## config.mk

```make
export PLATFORM = sky130hd
export DESIGN_NAME = pwr_rail_sequencer
export DESIGN_NICKNAME = d
export VERILOG_FILES = /design/src/rtl/pwr_rail_sequencer.sv
export SDC_FILE = /design/constraint.sdc
export NUM_CORES = 1
export LEC_CHECK = 0
export ABC_AREA = 1
export BUFFER_PORTS_ARGS = -buffer_cell sky130_fd_sc_hd__buf_2
export CAP_MARGIN = 20
export CORE_MARGIN = 2
export CORE_UTILIZATION = 39
export CTS_BUF_LIST = sky130_fd_sc_hd__clkbuf_8
export DETAILED_ROUTE_END_ITERATION = 7
export PLACE_DENSITY = 0.58
export SYNTH_ARGS = -nofsm -noshare
export SYNTH_HDL_FRONTEND = slang
export SYNTH_SLANG_ARGS = --single-unit
```

## constraint.sdc

```tcl
create_clock -name osc_clk -period 2.6 [get_ports osc_clk]
set_input_delay 0.26 -clock osc_clk [delete_from_list [all_inputs] [get_ports osc_clk]]
set_output_delay 0.26 -clock osc_clk [all_outputs]
set_load 0.005 [all_outputs]
```

## src/rtl/pwr_rail_sequencer.sv

```systemverilog
// Generic power-rail sequencer: ramps rails up in index order with a pg timeout and
// settle delay, drops them in reverse order, and latches the first fault seen.
module pwr_rail_sequencer #(
   parameter int NUM_RAILS        = 8,
   parameter int IDX_W            = 3,
   parameter int TIMEOUT_CYCLES   = 65536,
   parameter int SETTLE_CYCLES    = 1024,
   parameter int OFF_DELAY_CYCLES = 256,
   parameter int CNT_W            = 17
) (
   input  logic                 osc_clk,
   input  logic                 rst,
   input  logic                 pwr_on_req,
   input  logic                 fault_clear,
   input  logic [NUM_RAILS-1:0] pg_in,
   output logic [NUM_RAILS-1:0] en_out,
   output logic                 all_good,
   output logic                 busy,
   output logic                 fault,
   output logic [IDX_W-1:0]     fault_rail,
   output logic [1:0]           fault_code
);
   typedef enum logic [2:0] {
      ST_OFF,
      ST_RAMP,
      ST_SETTLE,
      ST_ON,
      ST_SHUTDOWN,
      ST_FAULT
   } state_t;

   localparam logic [1:0]           CODE_NONE    = 2'b00;
   localparam logic [1:0]           CODE_TIMEOUT = 2'b01;
   localparam logic [1:0]           CODE_DROPOUT = 2'b10;
   localparam logic [CNT_W-1:0]     TIMEOUT_LAST = CNT_W'(TIMEOUT_CYCLES - 1);
   localparam logic [CNT_W-1:0]     SETTLE_LAST  = CNT_W'(SETTLE_CYCLES - 1);
   // Shutdown holds one extra cycle so successive disables are OFF_DELAY+1 apart.
   localparam logic [CNT_W-1:0]     OFF_LAST     = CNT_W'(OFF_DELAY_CYCLES);
   localparam logic [IDX_W-1:0]     LAST_IDX     = IDX_W'(NUM_RAILS - 1);
   localparam logic [NUM_RAILS-1:0] ALL_ON       = '1;

   state_t               state_reg;
   logic [IDX_W-1:0]     idx_reg;
   logic [CNT_W-1:0]     cnt_reg;
   logic [NUM_RAILS-1:0] pg_meta_reg;
   logic [NUM_RAILS-1:0] pg_s_reg;
   logic [NUM_RAILS-1:0] en_reg;
   logic                 all_good_reg;
   logic                 busy_reg;
   logic                 fault_reg;
   logic [IDX_W-1:0]     fault_rail_reg;
   logic [1:0]           fault_code_reg;

   logic [NUM_RAILS-1:0] below_mask;
   logic [NUM_RAILS-1:0] upto_mask;
   logic [NUM_RAILS-1:0] drop_mask;
   logic [NUM_RAILS-1:0] drop_vec;
   logic [IDX_W-1:0]     drop_idx;
   logic                 fault_take;
   logic [1:0]           fault_take_code;
   logic [IDX_W-1:0]     fault_take_rail;

   genvar gi;
   generate
      for (gi = 0; gi < NUM_RAILS; gi++) begin : g_mask
         localparam logic [IDX_W:0] RAIL_NUM = (IDX_W + 1)'(gi);
         assign below_mask[gi] = RAIL_NUM <  {1'b0, idx_reg};
         assign upto_mask[gi]  = RAIL_NUM <= {1'b0, idx_reg};
      end
   endgenerate

   // Fault detection: dropout of an already-good rail outranks everything, then timeout.
   always_comb begin
      drop_mask = '0;
      case (state_reg)
         ST_RAMP:   drop_mask = below_mask;
         ST_SETTLE: drop_mask = upto_mask;
         ST_ON:     drop_mask = ALL_ON;
         default:   drop_mask = '0;
      endcase
      drop_vec = ~pg_s_reg & drop_mask;

      drop_idx = '0;
      for (int j = NUM_RAILS - 1; j >= 0; j--) begin
         if (drop_vec[j]) drop_idx = IDX_W'(j);
      end

      fault_take      = 1'b0;
      fault_take_code = CODE_NONE;
      fault_take_rail = '0;
      if (|drop_vec) begin
         fault_take      = 1'b1;
         fault_take_code = CODE_DROPOUT;
         fault_take_rail = drop_idx;
      end else if (state_reg == ST_RAMP && pwr_on_req && !pg_s_reg[idx_reg] &&
                   cnt_reg == TIMEOUT_LAST) begin
         fault_take      = 1'b1;
         fault_take_code = CODE_TIMEOUT;
         fault_take_rail = idx_reg;
      end
   end

   always_ff @(posedge osc_clk) begin
      if (rst) begin
         state_reg      <= ST_OFF;
         idx_reg        <= '0;
         cnt_reg        <= '0;
         pg_meta_reg    <= '0;
         pg_s_reg       <= '0;
         en_reg         <= '0;
         all_good_reg   <= 1'b0;
         busy_reg       <= 1'b0;
         fault_reg      <= 1'b0;
         fault_rail_reg <= '0;
         fault_code_reg <= CODE_NONE;
      end else begin
         pg_meta_reg <= pg_in;
         pg_s_reg    <= pg_meta_reg;

         if (fault_take) begin
            state_reg      <= ST_FAULT;
            cnt_reg        <= '0;
            en_reg         <= '0;
            all_good_reg   <= 1'b0;
            busy_reg       <= 1'b0;
            fault_reg      <= 1'b1;
            fault_rail_reg <= fault_take_rail;
            fault_code_reg <= fault_take_code;
         end else begin
            case (state_reg)
               ST_OFF: begin
                  en_reg <= '0;
                  if (pwr_on_req) begin
                     state_reg <= ST_RAMP;
                     idx_reg   <= '0;
                     cnt_reg   <= '0;
                     en_reg    <= NUM_RAILS'(1);
                     busy_reg  <= 1'b1;
                  end
               end

               ST_RAMP: begin
                  if (!pwr_on_req) begin
                     state_reg <= ST_SHUTDOWN;
                     cnt_reg   <= '0;
                     en_reg    <= en_reg >> 1;
                  end else if (pg_s_reg[idx_reg]) begin
                     state_reg <= ST_SETTLE;
                     cnt_reg   <= '0;
                  end else begin
                     cnt_reg <= cnt_reg + CNT_W'(1);
                  end
               end

               ST_SETTLE: begin
                  if (!pwr_on_req) begin
                     state_reg <= ST_SHUTDOWN;
                     cnt_reg   <= '0;
                     en_reg    <= en_reg >> 1;
                  end else if (cnt_reg == SETTLE_LAST) begin
                     cnt_reg <= '0;
                     if (idx_reg == LAST_IDX) begin
                        state_reg    <= ST_ON;
                        en_reg       <= ALL_ON;
                        all_good_reg <= 1'b1;
                        busy_reg     <= 1'b0;
                     end else begin
                        state_reg <= ST_RAMP;
                        idx_reg   <= idx_reg + IDX_W'(1);
                        en_reg    <= (en_reg << 1) | NUM_RAILS'(1);
                     end
                  end else begin
                     cnt_reg <= cnt_reg + CNT_W'(1);
                  end
               end

               ST_ON: begin
                  if (!pwr_on_req) begin
                     state_reg    <= ST_SHUTDOWN;
                     idx_reg      <= LAST_IDX;
                     cnt_reg      <= '0;
                     en_reg       <= en_reg >> 1;
                     all_good_reg <= 1'b0;
                     busy_reg     <= 1'b1;
                  end
               end

               ST_SHUTDOWN: begin
                  if (cnt_reg == OFF_LAST) begin
                     cnt_reg <= '0;
                     if (idx_reg == '0) begin
                        state_reg <= ST_OFF;
                        busy_reg  <= 1'b0;
                     end else begin
                        idx_reg <= idx_reg - IDX_W'(1);
                        en_reg  <= en_reg >> 1;
                     end
                  end else begin
                     cnt_reg <= cnt_reg + CNT_W'(1);
                  end
               end

               ST_FAULT: begin
                  // Clearing needs the request low as well, so a fault never auto-restarts.
                  if (fault_clear && !pwr_on_req) begin
                     state_reg      <= ST_OFF;
                     idx_reg        <= '0;
                     fault_reg      <= 1'b0;
                     fault_rail_reg <= '0;
                     fault_code_reg <= CODE_NONE;
                  end
               end

               default: begin
                  state_reg <= ST_OFF;
                  en_reg    <= '0;
                  busy_reg  <= 1'b0;
               end
            endcase
         end
      end
   end

   assign en_out     = en_reg;
   assign all_good   = all_good_reg;
   assign busy       = busy_reg;
   assign fault      = fault_reg;
   assign fault_rail = fault_rail_reg;
   assign fault_code = fault_code_reg;

endmodule

```

==> flow_metrics.env <==
export IMPL_placed_instance_area_sq_mm=0.00338
export IMPL_area_of_the_die_sq_mm=0.00872
export IMPL_cts_root_buf="sky130_fd_sc_hd__clkbuf_8"
export IMPL_synth_largest_area_cell="sky130_fd_sc_hd__dfxtp_1"
export IMPL_netlist_top_cells_area="sky130_fd_sc_hd__dfxtp_1 35%, sky130_fd_sc_hd__nand2_1 15%, sky130_fd_sc_hd__inv_1 8.6%"
export IMPL_yosys_area_share_xor_xnor=0.0225
export IMPL_synth_mux_area_frac=0
export IMPL_placement_rows=32
export IMPL_yosys_cell_types_count=34
export IMPL_timing_worst_slew_pin_value_ns=0.634
export IMPL_final_layout_size_suffix_gt1_frac=0.136
export IMPL_share_clk_of_total_power=0.168
export IMPL_power_density_mw_per_mm2=869
export IMPL_dieWidth_um=93.4
export IMPL_seq_power_share=0.345
export IMPL_timing_critical_path_required_ns=2.81
export IMPL_vdd_ir_drop_max_v=0.000503
export IMPL_insertion_delay_ns=0.32
export IMPL_setup_violations=0
export IMPL_place_hpwl_um=5710
export IMPL_crit_path_start_kind="flip-flop"
export IMPL_synth_compound_area_share=0.118
export IMPL_timing_critical_path_to_type="flip-flop"
export IMPL_clock_sinks=55
export IMPL_grt_first_pass_wirelength_um=12700
export IMPL_cellLeakagePower_nw=1.61
export IMPL_worstReg2RegStart="state_reg[0]"
export IMPL_antenna_found_initial=0
export IMPL_run_status="finished, final reports clean"
export IMPL_largest_net_degree_at_the_start_of_global_routing=26
export IMPL_synth_seq_area_share=0.353
export IMPL_achievable_frequency_ghz=0.447
export IMPL_worst_endpoint_arrival_ns=2.45
export IMPL_gr_usage_met1=0.259
export IMPL_fin_crit_ns=2.24
export IMPL_dr_total_vias=3001
export IMPL_numCtsBuffers=5
export IMPL_worst_r2r_setup_slack_ns=0.36
export IMPL_ctsLongestPathBuffers=2
export IMPL_post_route_drc_count=0
export IMPL_power_switching_share=0.463
export IMPL_total_of_fill_cells_in_the_finished_design=840
export IMPL_groute_layer_met2_usage=0.282
export IMPL_worstHoldEndpoint="pg_meta_reg[4]"
export IMPL_ff_to_ff_end="cnt_reg[10]"
export IMPL_synth_seq_cells=55
export IMPL_clkTransAtPathRegs_ns=0.11
export IMPL_cts_tree="yes"
export IMPL_worstHoldStart="pg_in[4]"
export IMPL_global_route_usage_total=0.181
export IMPL_drt_wl_total_um=7530
export IMPL_mostFrequentLayoutCell="sky130_fd_sc_hd__nand2_1"
export IMPL_detail_route_iter0_violations=261
export IMPL_synth_adder_area_share=0.0361
export IMPL_area_of_the_mapped_netlist_sq_mm=0.00312
export IMPL_boundaryPins=28
export IMPL_dr_pass1_iters=5
export IMPL_grt_setup_unrepaired="false"
export IMPL_n_antenna_cell=0
export IMPL_synth_cells=482
export IMPL_timing_final_crit_share=0.861
export IMPL_total_core_area_sq_mm=0.00773
export IMPL_place_gp_congestion=0.925
export IMPL_finalMaxSlewViolations=0
export IMPL_ys_warnings_count=0
export IMPL_grt_overflow=0
export IMPL_top_usage_layer="met2"
export IMPL_drv_max_cap_violation_count=0
export IMPL_rr_worst_depth=13
export IMPL_whs_path_depth=3
export IMPL_met3_usage=0.0250
export IMPL_largest_register_ff_count=17
export IMPL_post_synth_and_or_nand_nor_area_fraction=0.356
export IMPL_flow_area_growth_from_synthesis_pct=11.3
export IMPL_post_synthesis_mean_instance_area_sq_um=6.46
export IMPL_synth_top_family_by_area="simple AND/OR/NAND/NOR gates"
export IMPL_syn_nets=503
export IMPL_numPortBuffers=27
export IMPL_synthDominantCellAreaShare=0.353
export IMPL_vias_per_cell=4.88
export IMPL_finalClockSkew_ns=0.00860
export IMPL_cts_htree_levels=2
export IMPL_timing_final_hold_violations=0
export IMPL_floorplan_initialDensity=0.403
export IMPL_drt_antenna_violating_nets=0
export IMPL_wl_per_instance_um=12.2
export IMPL_setup_tns_ns=0
export IMPL_nets=533
export IMPL_comb_power_share=0.488
export IMPL_die_height_um=93.4
export IMPL_layout_cells_most_common_list="121 x sky130_fd_sc_hd__nand2_1, 71 x sky130_fd_sc_hd__inv_1, 56 x sky130_fd_sc_hd__nor2_1"
export IMPL_critPathKind="reg -> reg"
export IMPL_hp_class="in -> reg"
export IMPL_post_route_cell_area_sq_mm=0.00347
export IMPL_path_max_fanout=13
export IMPL_relSlewSlack=0.575
export IMPL_first_global_vias=2762
export IMPL_net_switching_power_mw=1.40
export IMPL_internal_power_mw=1.62
[metrics by stage]
| step | power [mW] | cells | hold slack [ns] | setup slack [ns] | utilization |
|---|---|---|---|---|---|
| after floorplan | 2.10 | 482 | 0.367 | 0.527 | - |
| final | 3.01 | 615 | 0.125 | 0.362 | 0.449 |
| after global routing | 3.27 | 615 | 0.124 | 0.0328 | 0.449 |
| after global placement | 2.51 | 607 | 0.394 | 0.363 | 0.437 |
| after CTS | 3.02 | 615 | 0.123 | 0.232 | 0.449 |
| after detailed placement | 2.51 | 607 | 0.392 | 0.265 | 0.437 |
[final cells by class]
| cell class | count | area, sq um | area share |
|---|---|---|---|
| Tap cell | 102 | 128 | 0.0368 |
| Inverter | 74 | 278 | 0.0801 |
| Clock buffer | 5 | 68.8 | 0.0198 |
| Multi-Input combinational cell | 339 | 1660 | 0.478 |
| Clock inverter | 3 | 22.5 | 0.00649 |
| Sequential cell | 55 | 1100 | 0.318 |
| Timing Repair Buffer | 37 | 210 | 0.0606 |
[power groups by stage]
stage               clock [mW]  combinational, mW  sequential, mW
detailed placement           0               1.46            1.06
global route             0.551               1.67            1.06
global placement             0               1.45            1.06
finish                   0.505               1.47            1.04
CTS                      0.521               1.46            1.04
floorplan                    0               1.10            1.01
[cells by family after synthesis]
kind of cell | Yosys count
flip-flops | 55
AND/OR/NAND/NOR | 254
XOR/XNOR | 8
buffers and inverters | 88
adder cells (fa/ha/maj) | 9
AO/OA/AOI/OAI | 68
[synth_stat cells (all sizes together)]
master / instances
or2: 3
xor2: 6
a22oi: 1
o211ai: 1
and3: 2
nor3b: 1
a211oi: 3
dfxtp: 55
nand4: 14
a31oi: 2
clkbuf: 6
o21a: 1
nor4: 1
nand3: 32
a21oi: 24
nor2: 69
nand3b: 1
o21ai: 33
buf: 8
ha: 9
inv: 74
nor3: 7
o21bai: 1
o22ai: 2
nand2: 124
xnor2: 2
[per-layer routing]
layer / wire (um) / vias to the layer above
met1: 3910 / 1311
met4: 136 / 0
met2: 3110 / 92
met5: 0 / -
met3: 370 / 13
li1: - / 1585
[worst max-delay path by stage]
stage,start,endpoint,slack [ns],cells past startpoint
finish,state_reg[0],cnt_reg[10],0.36,13
global placement,idx_reg[1],cnt_reg[10],0.36,15
detailed placement,idx_reg[1],cnt_reg[10],0.27,15
floorplan,idx_reg[1],idx_reg[0],0.53,18
CTS,idx_reg[1],cnt_reg[10],0.23,15
global route,idx_reg[1],cnt_reg[10],0.03,15
[worst max-delay path, cell delays in order (launching register included)]
cell	delay, ns
sky130_fd_sc_hd__dfxtp_1	0.55
sky130_fd_sc_hd__inv_1	0.15
sky130_fd_sc_hd__nor2_2	0.26
sky130_fd_sc_hd__o21ai_0	0.15
sky130_fd_sc_hd__nand2_1	0.10
sky130_fd_sc_hd__nand2_1	0.07
sky130_fd_sc_hd__nand2_1	0.11
sky130_fd_sc_hd__nor2_2	0.05
sky130_fd_sc_hd__nand2_1	0.12
sky130_fd_sc_hd__nor2_2	0.06
sky130_fd_sc_hd__nand2_2	0.07
sky130_fd_sc_hd__inv_2	0.06
sky130_fd_sc_hd__nand2_2	0.27
sky130_fd_sc_hd__nor3_1	0.08
[timing repair]
action	4_1_cts	5_1_grt
endpoints found under the setup margin	0	13
setup buffers	0	0
gates resized for setup	0	1
hold buffers	0	0
(Power assumes the default switching activity.)
